### src/rtl/iftest_mon_pkg.sv
// iftest_mon_pkg: shared widths and record type for the iftest state monitor.
// Record carries a timestamp only when IFTEST_MON_TIMESTAMP_EN is defined.
package iftest_mon_pkg;
    localparam int STATE_W = 3;
    localparam int ADDR_W  = 8;
    localparam int DATA_W  = 8;
    localparam int TIME_W  = 16;

    typedef struct packed {
        logic [STATE_W-1:0] state;
        logic [ADDR_W-1:0]  address;
        logic [DATA_W-1:0]  data;
        logic               seq_err;
`ifdef IFTEST_MON_TIMESTAMP_EN
        logic [TIME_W-1:0]  ts;
`endif
    } mon_rec_t;
endpackage

### src/rtl/iftest_mon_fifo.sv
// iftest_mon_fifo: synchronous FIFO of monitor records; a push into a full FIFO
// is accepted only when a pop frees a slot in the same cycle.
module iftest_mon_fifo
    import iftest_mon_pkg::*;
#(
    parameter int DEPTH = 8
) (
    input  logic                   clk,
    input  logic                   rst,
    input  logic                   push,
    input  logic                   pop,
    input  mon_rec_t               din,
    output mon_rec_t               dout,
    output logic                   full,
    output logic                   empty,
    output logic [$clog2(DEPTH):0] level
);
    localparam int AW = $clog2(DEPTH);

    logic [AW-1:0] wr_q, wr_d, rd_q, rd_d;
    logic [AW:0]   cnt_q, cnt_d;
    logic          do_push, do_pop;
    mon_rec_t      mem_q [DEPTH];

    always_comb begin
        empty   = (cnt_q == '0);
        full    = (cnt_q == (AW+1)'(DEPTH));
        do_pop  = pop && !empty;
        do_push = push && (!full || do_pop);
        wr_d    = do_push ? wr_q + AW'(1) : wr_q;
        rd_d    = do_pop ? rd_q + AW'(1) : rd_q;
        cnt_d   = cnt_q + (AW+1)'(do_push) - (AW+1)'(do_pop);
        level   = cnt_q;
        dout    = mem_q[rd_q];
    end

    always_ff @(posedge clk) begin
        if (rst) begin
            wr_q  <= '0;
            rd_q  <= '0;
            cnt_q <= '0;
        end else begin
            wr_q  <= wr_d;
            rd_q  <= rd_d;
            cnt_q <= cnt_d;
        end
    end

    always_ff @(posedge clk) begin
        if (do_push) mem_q[wr_q] <= din;
    end
endmodule

### src/rtl/iftest_state_monitor.sv
// iftest_state_monitor: logs every iftest state change into a drainable FIFO.
// Define IFTEST_MON_TIMESTAMP_EN to stamp records with a 16-bit cycle count.
module iftest_state_monitor
    import iftest_mon_pkg::*;
#(
    parameter int DEPTH  = 8,
    parameter int WRAP_W = 16
) (
    input  logic                   clk,
    input  logic                   rst,
    input  logic [2:0]             in_state,
    input  logic [7:0]             in_address,
    input  logic [7:0]             in_data,
    output logic                   out_valid,
    input  logic                   out_ready,
    output logic [2:0]             out_state,
    output logic [7:0]             out_address,
    output logic [7:0]             out_data,
    output logic                   out_seq_err,
`ifdef IFTEST_MON_TIMESTAMP_EN
    output logic [15:0]            out_time,
`endif
    output logic [$clog2(DEPTH):0] level,
    output logic [WRAP_W-1:0]      wrap_count,
    output logic                   overflow
);
    mon_rec_t           rec, head;
    logic               push, pop, full, empty;
    logic [STATE_W-1:0] prev_q, prev_d, step;
    logic               primed_q, primed_d, overflow_q, overflow_d;
    logic [WRAP_W-1:0]  wrap_q, wrap_d;
`ifdef IFTEST_MON_TIMESTAMP_EN
    logic [TIME_W-1:0]  time_q, time_d;
`endif

    always_comb begin
        out_valid   = !empty;
        pop         = out_valid && out_ready;
        step        = prev_q + STATE_W'(1);
        push        = primed_q && (in_state != prev_q);
        rec         = '0;
        rec.state   = in_state;
        rec.address = in_address;
        rec.data    = in_data;
        rec.seq_err = (in_state != step);
`ifdef IFTEST_MON_TIMESTAMP_EN
        rec.ts      = time_q;
        time_d      = time_q + TIME_W'(1);
`endif
        prev_d      = in_state;
        primed_d    = 1'b1;
        wrap_d      = (push && prev_q == '1 && in_state == '0 && wrap_q != '1) ? wrap_q + WRAP_W'(1) : wrap_q;
        // a pop in the same cycle frees the slot, so only an unpopped full FIFO drops
        overflow_d  = overflow_q | (push && full && !pop);
    end

    always_ff @(posedge clk) begin
        if (rst) begin
            prev_q     <= '0;
            primed_q   <= 1'b0;
            wrap_q     <= '0;
            overflow_q <= 1'b0;
`ifdef IFTEST_MON_TIMESTAMP_EN
            time_q     <= '0;
`endif
        end else begin
            prev_q     <= prev_d;
            primed_q   <= primed_d;
            wrap_q     <= wrap_d;
            overflow_q <= overflow_d;
`ifdef IFTEST_MON_TIMESTAMP_EN
            time_q     <= time_d;
`endif
        end
    end

    iftest_mon_fifo #(.DEPTH(DEPTH)) u_fifo (
        .clk   (clk),
        .rst   (rst),
        .push  (push),
        .pop   (pop),
        .din   (rec),
        .dout  (head),
        .full  (full),
        .empty (empty),
        .level (level)
    );

    assign out_state   = out_valid ? head.state : '0;
    assign out_address = out_valid ? head.address : '0;
    assign out_data    = out_valid ? head.data : '0;
    assign out_seq_err = out_valid && head.seq_err;
`ifdef IFTEST_MON_TIMESTAMP_EN
    assign out_time    = out_valid ? head.ts : '0;
`endif
    assign wrap_count  = wrap_q;
    assign overflow    = overflow_q;
endmodule

### config.mk
export PLATFORM = sky130hd
export DESIGN_NAME = iftest_state_monitor
export DESIGN_NICKNAME = d
export VERILOG_FILES = /design/src/rtl/iftest_mon_pkg.sv /design/src/rtl/iftest_mon_fifo.sv /design/src/rtl/iftest_state_monitor.sv
export SDC_FILE = /design/constraint.sdc
export NUM_CORES = 1
export LEC_CHECK = 0
export CAP_MARGIN = 20
export CORE_MARGIN = 1
export CORE_UTILIZATION = 52
export CTS_BUF_LIST = sky130_fd_sc_hd__clkbuf_16
export CTS_CLUSTER_SIZE = 10
export DETAILED_ROUTE_END_ITERATION = 7
export PLACE_DENSITY = 0.75
export SLEW_MARGIN = 20
export SYNTH_ARGS = -nofsm -noshare
export SYNTH_HDL_FRONTEND = slang
export SYNTH_SLANG_ARGS = --single-unit
### constraint.sdc
create_clock -name clk -period 3.64 [get_ports clk]
set_input_delay 0.728 -clock clk [delete_from_list [all_inputs] [get_ports clk]]
set_output_delay 0.728 -clock clk [all_outputs]
set_load 0.05 [all_outputs]
# Yosys cells after proc, flatten, opt, wreduce, memory -nomap -nowiden
# Memories as Yosys holds them, arrays and structs flattened. A register that Yosys moved wholly into a read port is not among the register bits.
# Cells that the tools add are included.
[totals]
ff_bits = 31
ramBits = 160
input_bits = 22
out_inout_bits = 42
wordCells = 44
n_memories = 1
[memory_table]
columns = ["name", "words", "width", "read_ports", "rd_clocked_by_memory_dff", "write_ports", "line_no", "rtl"]
rows = [
  ["u_fifo.mem_q", 8, 20, 1, 1, 1, "iftest_mon_fifo.sv:23", "mon_rec_t mem_q [DEPTH];"],
]
[op_classes]
n_addsub = 6
n_eq_ne = 5
muxes = 8
bitwise_logic = 1
n_reduce_logical = 16
[op_table]
columns = ["operator", "n"]
rows = [
  ["16-bit by 1-bit adder with 16-bit output (second input constant)", 1],
  ["8-bit 2-to-1 mux", 2],
  ["16-bit != test (second input constant)", 1],
  ["1-bit logical AND", 10],
  ["3-bit by 1-bit adder with 3-bit output (second input constant)", 3],
  ["3-bit 2-to-1 mux", 3],
  ["3-bit != test", 2],
  ["4-bit by 1-bit adder with 4-bit output", 1],
  ["4-bit == test (second input constant)", 1],
  ["4-bit logical NOT", 1],
  ["4-bit by 1-bit subtractor with 4-bit output", 1],
  ["3-bit == test (second input constant)", 1],
  ["1-bit logical NOT", 3],
  ["3-bit logical NOT", 1],
  ["1-bit 2-to-1 mux", 3],
  ["1-bit logical OR", 1],
  ["1-bit OR", 1],
]

# Logic depth before layout (Yosys ltp)
# Gate-level depths: netlist of run 1.
[logic_depth]
ltp_word = 8
ltp_mapped = 13
ltp_nobuf = 13

# Cells and area by module
# A second synthesis of run 1 with hierarchy kept.
[unflattened]
hier_cells = 467
hier_area_um2 = 8002.7
[modules_own_cells]
columns = ["module", "instances", "cells_each", "area_per_inst_um2", "seq_area_each_um2"]
rows = [
  ["iftest_mon_fifo", 1, 324, 6774.0, 5064.9],
  ["iftest_state_monitor", 1, 143, 1228.7, 420.4],
]

# Worst setup path before layout of run 1
# Ideal clock, no wire load.
[synth_timing]
path_type = "register to register"
start = "register u_fifo.cnt_q[2] (netlist: u_fifo.level[2])"
end = "memory u_fifo.mem_q[0][0] (netlist bit), enable pin"
setup_time_ps = 427
arrival_time_ps = 3293
required_ps = 3213
path_slack_ps = -79
stages_incl_launch_ff = 9
n_path_buf = 1
synth_period_minus_slack_ps = 3719
path_cell_list = "dfxtp_1 > inv_1 > ha_1 > nand2b_1 > nand3_1 > and2_1 > clkbuf_1 > nor2b_1 > nor3b_1"
[synth_between]
elab_chain_cells = 8
elab_cells_between_ends = 10
cone_classes = "eq/ne (1); mux (2); reduce/logical (7)"
[synth_rtl]
columns = ["element", "line_no", "rtl"]
rows = [
  ["from (decl)", "iftest_mon_fifo.sv:21", "logic [AW:0] cnt_q, cnt_d;"],
  ["from (signal assigned)", "iftest_mon_fifo.sv:45", "cnt_q <= cnt_d;"],
  ["4-bit logical NOT", "iftest_mon_fifo.sv:26", "empty = (cnt_q == '0);"],
  ["1-bit logical NOT", "iftest_mon_fifo.sv:28, iftest_state_monitor.sv:37", ""],
  ["1-bit logical AND", "iftest_state_monitor.sv:38", "pop = out_valid && out_ready;"],
  ["1-bit logical AND", "iftest_mon_fifo.sv:28", "do_pop = pop && !empty;"],
  ["1-bit logical OR (*)", "iftest_mon_fifo.sv:29", "do_push = push && (!full || do_pop);"],
  ["1-bit logical AND (*)", "iftest_mon_fifo.sv:29", ""],
  ["via u_fifo.do_push", "iftest_mon_fifo.sv:22", "logic do_push, do_pop;"],
  ["1-bit 2-to-1 mux (*)", "iftest_mon_fifo.sv:50", "if (do_push) mem_q[wr_q] <= din;"],
  ["1-bit 2-to-1 mux (not written as such) (*)", "iftest_mon_fifo.sv:50", ""],
  ["to (decl)", "iftest_mon_fifo.sv:23", ""],
]
# The timed path passes the listed nets; every way through them passes the cells marked *.

# Worst setup path in the final report of run 1
[layout_timing]
start = "register u_fifo.cnt_q[2] (netlist: u_fifo.level[2])"
end = "output port out_valid"
[layout_between]
elab_chain_cells = 2
[layout_rtl]
columns = ["element", "line_no", "rtl"]
rows = [
  ["4-bit logical NOT", "iftest_mon_fifo.sv:26", ""],
  ["1-bit logical NOT", "iftest_state_monitor.sv:37", "out_valid = !empty;"],
  ["to (decl)", "iftest_state_monitor.sv:14", "output logic out_valid,"],
]
# Every way passes these cells.

==> reports/qor.yml, run 1 <==
clock_network:
  post_cts_buffers: 0
  cts_hold_buffers: 0
  cts_htree_levels: 4
  cts.path.max_buffers: 2
  cts_root_buffer: "clkbuf_16"
  cts_inserted_buffers: 17
  clock_sinks: 194
  ctsResizeCount: 0
  clk_pin_slew_ns: 0.07
  clock_latency_ns: 0.43
  cts_tree: "done"
worst_setup_path:
  crit_path_max_fanout: 21
  end_kind: "output port"
  cp.required_ns: 2.91
  crit_path_start_kind: "flop"
  worstSetupPathType: "reg -> out"
  cp.arrival_ns: 2.41
cells_and_area:
  stdcell_count: 730
  num_antenna_cells: 0
  area_delta_synth_final_pct: 19.1
  drive_gt1_frac: 0.214
  nets: 567
  final_area_sq_um: 9250
  finish.utilization: 0.637
global_routing:
  grt_max_degree: 35
  antenna_found_initial: 0
  grtUsageTotal: 0.207
  grt_pass1_vias: 4508
  grt_remaining_overflow: 0
  grt_pass1_wl_um: 24100
synth:
  synth_area_sq_um: 7770
  async_flop_share: 0
  ys_seq_area_frac: 0.706
  synth_warnings: 0
  synth_seq_cells: 194
  synth_nets: 485
  synth_edf_count: 160
  ys.flop_type: "edfxtp_1"
  synth_area_per_cell_sq_um: 17.2
  syn_inst: 451
  yosys.cell_types.count: 39
timing:
  hold_viol: 0
  setup_viol: 0
  min_period_over_period: 0.862
  slew_viol_final: 0
  layout_setup_ws_ns: 0.502
  skew_ns: 0.0142
  slew_headroom: 0.406
  maxClockFrequency_mhz: 319
  rsz0062_at_grt: "false"
  setup_tns_ns: 0
  worst_pin_slew_ns: 0.884
  finalCriticalPeriod_ns: 3.14
drt:
  wl_met2_um: 7620
  top_layer: "met4"
  wl_um: 14500
  firstDrtPassIters: 5
  wl_met3_um: 585
  num_vias: 4228
  drc: 0
  met1Wirelength_um: 6120
  detail_route.iter0.violations: 315
  post_drt_via_cell_ratio: 5.79
  ant_nets: 0
  wire_per_inst_um: 19.9
placement:
  dp.cells: 698
  gp_congestion: 0.868
  portBuffers: 63
  dp_hpwl_um: 9170
  post_dp_cell_area_sq_um: 8760
  dp_slack_ns: 0.421
die:
  rows: 44
  die_h_um: 124
  pin_count: 64
  initial_core_util: 0.535
  die-width_um: 124
  design.core.area_sq_um: 14500
  die_area_sq_um: 15400
power_and_ir_drop:
  irDropWorstVdd_v: 0.000558
  powerDensity_nw_per_um2: 684
  leakagePower_nw: 3.04
flow_run:
  maxCapViolCount: 0
run_status:
  status: "completed"
min_path:
  hold_class: "reg -> reg"
-- synth_stat cells (2+ instances only) --
master	number	area (sq um)
edfxtp_1	160	4800
nor2_1	45	169
mux4_2	40	901
dfxtp_1	34	681
mux2i_1	22	220
clkbuf_1	14	52.6
xnor2_1	14	123
ha_1	11	138
inv_1	11	41.3
nand2_1	11	41.3
nor3_1	10	50.1
a21oi_1	9	45.0
nand3_1	8	40.0
nand4_1	8	50.1
xor2_1	7	61.3
nor2b_1	6	37.5
and2_1	4	25.0
buf_2	4	20.0
nor3b_1	4	30.0
o21ai_0	3	15.0
o31ai_1	3	22.5
or4_1	3	22.5
and3b_1	2	17.5
buf_1	2	7.51
nor4_1	2	12.5
-- power breakdown --
part           leakage, nW  switching [W]  internal, W
Clock                0.274       0.000725     0.000842
Sequential            1.72      0.0000686      0.00255
Combinational         1.04        0.00127     0.000876
Total                 3.04        0.00206      0.00427
-- flip-flops by register name, summed over array words and instances (netlist names), named ones only --
| name | count |
|---|---|
| overflow | 1 |
| u_fifo.rd_q | 3 |
| u_fifo.wr_q | 3 |
| primed_q | 1 |
| wrap_count | 16 |
| prev_q | 3 |
| u_fifo.mem_q | 160 |
| u_fifo.level | 4 |
-- cell families (layout without fill, tap and decap cells) --
| family | count (synthesis) | in the layout | share of synthesized area |
|---|---|---|---|
| buffers and inverters | 31 | 126 | 0.0156 |
| AND/OR/NAND/NOR | 112 | 112 | 0.0741 |
| adder cells (fa/ha/maj) | 12 | 12 | 0.0203 |
| XOR/XNOR | 21 | 21 | 0.0237 |
| AO/OA/AOI/OAI | 19 | 19 | 0.0159 |
| multiplexers | 62 | 62 | 0.144 |
| flip-flops | 194 | 194 | 0.706 |
-- area by class of cell --
class	instances	area (sq um)
repair buffers	83	818
clock inverters	15	63.8
well taps	184	230
inverters	11	41.3
clock buffers	17	425
flip-flops and latches	194	5490
multi-input cells	226	2190
fillers	1056	5280
-- per-stage QoR --
| step | total power (W) | hold slack [ns] |
|---|---|---|
| after global routing | 0.00662 | 0.521 |
| after CTS | 0.00639 | 0.495 |
| after floorplan | 0.00411 | 0.462 |
| after global placement | 0.00480 | 0.472 |
| final | 0.00633 | 0.490 |
| after detailed placement | 0.00484 | 0.487 |
-- worst max-delay path, stage by stage, from the launching register on --
cell and delay (ns):
dfxtp_1 0.34, inv_1 0.09, ha_1 0.21, and2_1 0.14, buf_4 0.23, inv_1 0.14, clkdlybuf4s50_1 0.83
-- final timing paths --
check | slack, ns | from | end | depth (start not counted)
setup reg to reg | 1.06 | u_fifo.level[2]$_SDFF_PP0_ | u_fifo.level[2]$_SDFF_PP0_ | 14
hold / removal | 0.49 | u_fifo.rd_q[1]$_SDFFE_PP0P_ | u_fifo.rd_q[1]$_SDFFE_PP0P_ | 2
setup / recovery | 0.50 | u_fifo.level[2]$_SDFF_PP0_ | out_valid | 6
hold reg to reg | 0.49 | u_fifo.rd_q[1]$_SDFFE_PP0P_ | u_fifo.rd_q[1]$_SDFFE_PP0P_ | 2
-- layout by cell type, fill, tap and decap left out, drive strengths merged --
master,instances
o31a,1
or2,1
and2,4
a21oi,9
nor3b,4
and4,1
o21ai,3
inv,19
xor2,7
nor2,45
and3b,2
and4b,1
or3,1
ha,11
xnor2,14
edfxtp,160
o31ai,3
clkbuf,17
clkinv,7
nor2b,6
nor4,3
nand4,8
o311ai,2
fa,1
nand2,11
clkdlybuf4s50,43
and4bb,1
nor3,10
nor4b,1
and3,1
nand2b,1
mux2i,22
mux4,40
nand3,8
dfxtp,34
buf,40
a21o,1
or4,3
-- routing by layer --
layer / track usage / up-vias
met2: 0.343 / 114
met5: 0 / -
met3: 0.0483 / 13
met1: 0.267 / 2185
li1: - / 1916
met4: 0.0751 / 0
No activity file was read; power rests on OpenSTA's default activity.
==> run 2: changes to the inputs <==
- TNS_END_PERCENT: default -> 5
==> run 2 against run 1 <==
Setup slack worse by 0.011 ns. Die area unchanged. Wire length down 1.1%. Maximum frequency down 0.34%. First-iteration DRC count down 20%. Core utilization up 0.85 points. Critical endpoint is now out_seq_err. Highest routed layer unchanged.
==> reports/qor.yml, run 2 (synthesized netlist as in run 1, its figures left out) <==
placement:
  gp_congestion: 0.847  # -2.4%
  portBuffers: 63  # unchanged
  dp_slack_ns: 0.327  # -0.0941 ns
  dp.cells: 698  # unchanged
  dp_hpwl_um: 8800  # -4.0%
clock_network:
  cts_htree_levels: 4  # unchanged
  clk_pin_slew_ns: 0.06  # about the same
  clock_sinks: 194  # unchanged
  post_cts_buffers: 0  # unchanged
  ctsResizeCount: 0  # unchanged
  cts_hold_buffers: 0  # unchanged
  cts.path.max_buffers: 2  # unchanged
  cts_root_buffer: "clkbuf_16"
  cts_tree: "done"
  cts_inserted_buffers: 17  # unchanged
  clock_latency_ns: 0.42  # about the same
global_routing:
  antenna_found_initial: 0  # unchanged
  gr-max-usage-layer: "met2"
  use_met2: 0.342  # -0.00130
  grt_pass1_wl_um: 23000  # -4.6%
  grt_remaining_overflow: 0  # unchanged
  grtUsageTotal: 0.199  # -0.00795
  grtUsageMet3: 0.0427  # -0.00560
  grt_max_degree: 35  # unchanged
  grt_pass1_vias: 4288  # -4.9%
  met1_usage: 0.246  # -0.0213
timing:
  slew_headroom: 0.450  # +0.0447
  finalCriticalPeriod_ns: 3.15  # +0.0106 ns
  worst_pin_slew_ns: 0.818  # -0.0665 ns
  maxClockFrequency_mhz: 318  # -0.34%
  setup_viol: 0  # unchanged
  hold_viol: 0  # unchanged
  min_period_over_period: 0.865  # +0.00292
  slew_viol_final: 0  # unchanged
  layout_setup_ws_ns: 0.491  # -0.0106 ns
  rsz0062_at_grt: "false"
  skew_ns: 0.00989  # -0.00427 ns
cells_and_area:
  seqCellArea_sq_um: 5490  # unchanged
  multi_input_comb_area_sq_um: 2190  # unchanged
  drive_gt1_frac: 0.214  # unchanged
  final_common_cell: "edfxtp_1"
  stdcell_count: 730  # unchanged
  area_delta_synth_final_pct: 20.7
  nets: 567  # unchanged
  num_antenna_cells: 0  # unchanged
  layout_common_cells: "edfxtp_1, nor2_1, clkdlybuf4s50_1"
  nFillCells: 1062  # +0.57%
  largest_reg_flops: 160  # unchanged
  regMostFlops: "u_fifo.mem_q"
  finish.utilization: 0.645  # +0.00852
die:
  die_area_sq_um: 15400  # unchanged
  design.core.area_sq_um: 14500  # unchanged
  die_h_um: 124  # unchanged
  die-width_um: 124  # unchanged
  pin_count: 64  # unchanged
  initial_core_util: 0.535  # unchanged
  rows: 44  # unchanged
worst_setup_path:
  r2r_start: "u_fifo.level[2]$_SDFF_PP0_"
  crit_path_max_fanout: 19  # -9.5%
  worstSetupPathType: "reg -> out"
  reg2regPathDepth: 14  # unchanged
  r2r_end: "u_fifo.level[2]$_SDFF_PP0_"
  end_kind: "output port"
  cp.required_ns: 2.91  # about the same
  reg2reg_slack_ns: 1.11  # +0.05 ns
  crit_path_start_kind: "flop"
  cp.arrival_ns: 2.42  # about the same
drt:
  firstDrtPassIters: 5  # unchanged
  wire_per_inst_um: 19.7  # -1.1%
  post_drt_via_cell_ratio: 5.68  # -1.9%
  num_vias: 4147  # -1.9%
  drc: 0  # unchanged
  detail_route.iter0.violations: 252  # -20%
  wl_um: 14400  # -1.1%
  ant_nets: 0  # unchanged
min_path:
  hold_depth: 2  # unchanged
  holdPathEnd: "u_fifo.rd_q[1]$_SDFFE_PP0P_"
  hold_start: "u_fifo.rd_q[1]$_SDFFE_PP0P_"
  hold_class: "reg -> reg"
power_and_ir_drop:
  finalPower_w: 0.00664  # +4.9%
  leakagePower_nw: 3.06  # +0.81%
  irDropWorstVdd_v: 0.000491  # -12%
  powerDensity_nw_per_um2: 708  # +3.5%
run_status:
  status: "completed"
flow_run:
  maxCapViolCount: 0  # unchanged
## run 2: where the power goes
part / switching, W / internal, W
Sequential: 0.000113 / 0.00255
Combinational: 0.00122 / 0.000890
Clock: 0.000737 / 0.00113
## run 2: layer usage
| layer | vias to the layer above | wire [um] |
|---|---|---|
| met1 | 2115 | 6030 |
| met2 | 106 | 7630 |
| met3 | 15 | 525 |
| met4 | 0 | 197 |
| met5 | - | 0 |
| li1 | 1911 | - |
## run 2: cell type report
class / count / area share
clock buffers: 17 / 0.0454
clock inverters: 15 / 0.0187
inverters: 11 / 0.00440
multi-input cells: 226 / 0.233
flip-flops and latches: 194 / 0.585
well taps: 184 / 0.0246
repair buffers: 83 / 0.0886
## run 2: critical path, cell delays in order (launching register included)
cell	delay [ns]
dfxtp_2	0.76
buf_12	0.29
mux4_2	0.54
mux2i_1	0.15
nor2_1	0.09
buf_12	0.17
## run 2: stage by stage
step	hold slack (ns)	setup TNS (ns)	instance area [sq um]
floorplan	0.462	-0.0303	7770
global placement	0.471	0	8780
detailed placement	0.483	0	8780
CTS	0.510	0	9380
global route	0.551	0	9380
finish	0.502	0	9380
## run 2: worst max-delay path by stage
stage | depth (start not counted) | startpoint | slack, ns | end
finish | 5 | flop | 0.49 | out_seq_err
global route | 5 | flop | 0.27 | out_address[7]
CTS | 5 | flop | 0.39 | out_seq_err
detailed placement | 7 | in_state[0] | 0.33 | u_fifo.mem_q[0][5]$_DFFE_PP_
global placement | 7 | in_state[0] | 0.51 | u_fifo.mem_q[0][5]$_DFFE_PP_
floorplan | 8 | u_fifo.level[2]$_SDFF_PP0_ | -0.002 | u_fifo.mem_q[6][0]$_DFFE_PP_
==> run 3: changes to the inputs <==
- SYNTH_HIERARCHICAL: default -> 1
- TNS_END_PERCENT: 5 -> 50
==> run 3 against run 2 <==
Critical path depth unchanged. Die area up 3.0%. First-iteration DRC count up 13%. Wire length up 3.3%. Synthesized area up 3.0%. Sequential share of layout area down 1.0 points. Core utilization up 0.17 points. Setup slack worse by 0.084 ns. Maximum frequency down 2.6%.
==> reports/qor.yml, run 3 <==
timing:
  worst_pin_slew_ns: 0.700  # -0.117 ns
  slew_viol_final: 0  # unchanged
  finalCriticalPeriod_ns: 3.23  # +0.0844 ns
  hold_viol: 0  # unchanged
  maxClockFrequency_mhz: 309  # -2.6%
  slew_headroom: 0.528  # +0.0779
  rsz0062_at_grt: "false"
  setup_viol: 0  # unchanged
  min_period_over_period: 0.888  # +0.0232
  skew_ns: 0.00924  # -0.000653 ns
global_routing:
  grt_remaining_overflow: 0  # unchanged
  antenna_found_initial: 0  # unchanged
  grt_max_degree: 41  # +17%
  grt_pass1_vias: 4491  # +4.7%
  grtUsageTotal: 0.203  # +0.00413
  grt_pass1_wl_um: 23900  # +3.9%
min_path:
  hold_depth: 2  # unchanged
  hold_class: "reg -> reg"
worst_setup_path:
  r2r_start: "u_fifo/level[2]$_SDFF_PP0_"
  cp.arrival_ns: 2.51  # +0.09 ns
  crit_path_max_fanout: 17  # -2
  reg2reg_slack_ns: 0.70  # -0.41 ns
  cp_slowest_cell: "dfxtp_2"
  end_kind: "output port"
  cp-endpoint: "out_address[4]"
  max_stage_delay_ns: 0.66  # -0.10 ns
  cp.required_ns: 2.91  # about the same
  crit_path_start_kind: "flop"
  r2r_end: "u_fifo/mem_q[5][15]$_DFFE_PP_"
  worstSetupPathType: "reg -> out"
  path_cells: "buf_12 > mux4_2 > mux2_2 > nor2b_1 > buf_4"
  reg2regPathDepth: 9  # -5
placement:
  gp_congestion: 0.820  # -3.2%
  dp_hpwl_um: 8880  # +0.90%
  portBuffers: 63  # unchanged
synth:
  yosys-top-cells-count: "edfxtp_1, mux4_2, dfxtp_1, nor2b_1, mux2_2"
  synth_area_per_cell_sq_um: 17.1  # -0.52%
  synth_top_area_cell: "edfxtp_1"
  synth_seq_cells: 194  # unchanged
  synth_area_sq_um: 8000  # +3.0%
  synthTopCellsByArea: "edfxtp_1, mux4_2, dfxtp_1"
  ys_seq_area_frac: 0.685  # -0.0206
  synth_nets: 500  # +3.1%
  syn_inst: 467  # +3.5%
  synth_top_area_frac: 0.600  # -0.0181
  async_flop_share: 0  # unchanged
  ys.flop_type: "edfxtp_1"
  yosys.cell_types.count: 46  # +18%
  yosysMostFrequentCell: "edfxtp_1"
  synth_edf_count: 160  # unchanged
  synth_warnings: 6  # +6
clock_network:
  cts.path.max_buffers: 2  # unchanged
  clock_sinks: 194  # unchanged
  cts_htree_levels: 4  # unchanged
  clock_latency_ns: 0.43  # about the same
  clk_pin_slew_ns: 0.07  # about the same
  post_cts_buffers: 0  # unchanged
  cts_inserted_buffers: 17  # unchanged
  cts_tree: "done"
  ctsResizeCount: 0  # unchanged
  cts_hold_buffers: 0  # unchanged
  cts_root_buffer: "clkbuf_16"
drt:
  wl_um: 14900  # +3.3%
  detail_route.iter0.violations: 285  # +13%
  ant_nets: 0  # unchanged
  firstDrtPassIters: 4  # -1
  num_vias: 4284  # +3.3%
  post_drt_via_cell_ratio: 5.75  # +1.2%
  drc: 0  # unchanged
  wire_per_inst_um: 19.9  # +1.2%
power_and_ir_drop:
  powerDensity_nw_per_um2: 706  # -0.27%
  finalPower_w: 0.00674  # +1.5%
  leakagePower_nw: 3.10  # +1.2%
  irDropWorstVdd_v: 0.000491  # about the same
cells_and_area:
  nFillCells: 1029  # -3.1%
  area_delta_synth_final_pct: 19.3
  num_antenna_cells: 0  # unchanged
  nets: 581  # +2.5%
  layout_common_cells: "edfxtp_1, clkdlybuf4s50_1, mux4_2"
  largest_reg_flops: 160  # unchanged
  regMostFlops: "u_fifo/mem_q"
  finish.utilization: 0.647  # +0.00173
  multi_input_comb_area_sq_um: 2430  # +11%
  final_common_cell: "edfxtp_1"
  seqCellArea_sq_um: 5490  # unchanged
  drive_gt1_frac: 0.258  # +0.0442
die:
  die_area_sq_um: 15900  # +3.0%
  design.core.area_sq_um: 14800  # +1.5%
  pin_count: 64  # unchanged
  die-width_um: 126  # +1.5%
  die_h_um: 126  # +1.5%
  rows: 44  # unchanged
  initial_core_util: 0.542  # +0.00788
run_status:
  status: "completed"
flow_run:
  maxCapViolCount: 0  # unchanged
==> run 3: critical path, delay by kind of cell (launching register included) <==
kind,cells,cell delay [ns]
buffers and inverters,2,0.45
flip-flops,1,0.66
multiplexers,2,0.82
AND/OR/NAND/NOR,1,0.12
==> run 3: cell type report <==
type | count | share of cell area
well taps | 184 | 0.0241
inverters | 9 | 0.00354
repair buffers | 82 | 0.0823
clock inverters | 15 | 0.0161
multi-input cells | 244 | 0.254
clock buffers | 17 | 0.0446
flip-flops and latches | 194 | 0.575
==> run 3: where the power goes <==
part	internal (W)	total (W)	switching, W	leakage [nW]
Combinational	0.000850	0.00222	0.00137	1.09
Clock	0.00106	0.00183	0.000768	0.285
Sequential	0.00258	0.00270	0.000112	1.72
Total	0.00450	0.00674	0.00225	3.10
==> run 3: through the flow <==
stage	setup TNS, ns	hold slack (ns)	cell area, sq um	setup WS (ns)	cells
after floorplan	-37.82	0.454	8000	-0.667	467
after global placement	0	0.469	8960	0.572	713
after detailed placement	0	0.460	8960	0.419	713
after CTS	0	0.492	9540	0.351	745
after global routing	0	0.531	9540	0.274	745
final	0	0.498	9540	0.407	745
==> run 3: worst min path at each step <==
stage                                        endpoint                        start
after floorplan                                  flop  u_fifo/rd_q[1]$_SDFFE_PP0N_
final                             overflow$_SDFF_PP0_          overflow$_SDFF_PP0_
after global placement                           flop  u_fifo/rd_q[1]$_SDFFE_PP0N_
after CTS                         overflow$_SDFF_PP0_          overflow$_SDFF_PP0_
after global routing      u_fifo/rd_q[2]$_SDFFE_PP0N_  u_fifo/rd_q[2]$_SDFFE_PP0N_
after detailed placement          overflow$_SDFF_PP0_          overflow$_SDFF_PP0_
==> run 3: logic make-up (layout without fill, tap and decap cells) <==
kind of cell / count (synthesis) / after routing / synth area share
XOR/XNOR: 12 / 12 / 0.0131
adder cells (fa/ha/maj): 11 / 11 / 0.0181
multiplexers: 67 / 67 / 0.150
AO/OA/AOI/OAI: 26 / 26 / 0.0208
AND/OR/NAND/NOR: 128 / 128 / 0.0960
buffers and inverters: 29 / 123 / 0.0164
flip-flops: 194 / 194 / 0.685
==> run 3: routing by layer <==
layer  track usage  share of wire
met5             0              0
met4        0.0900          0.021
met3        0.0442          0.034
met2         0.336           0.50
met1         0.259           0.45
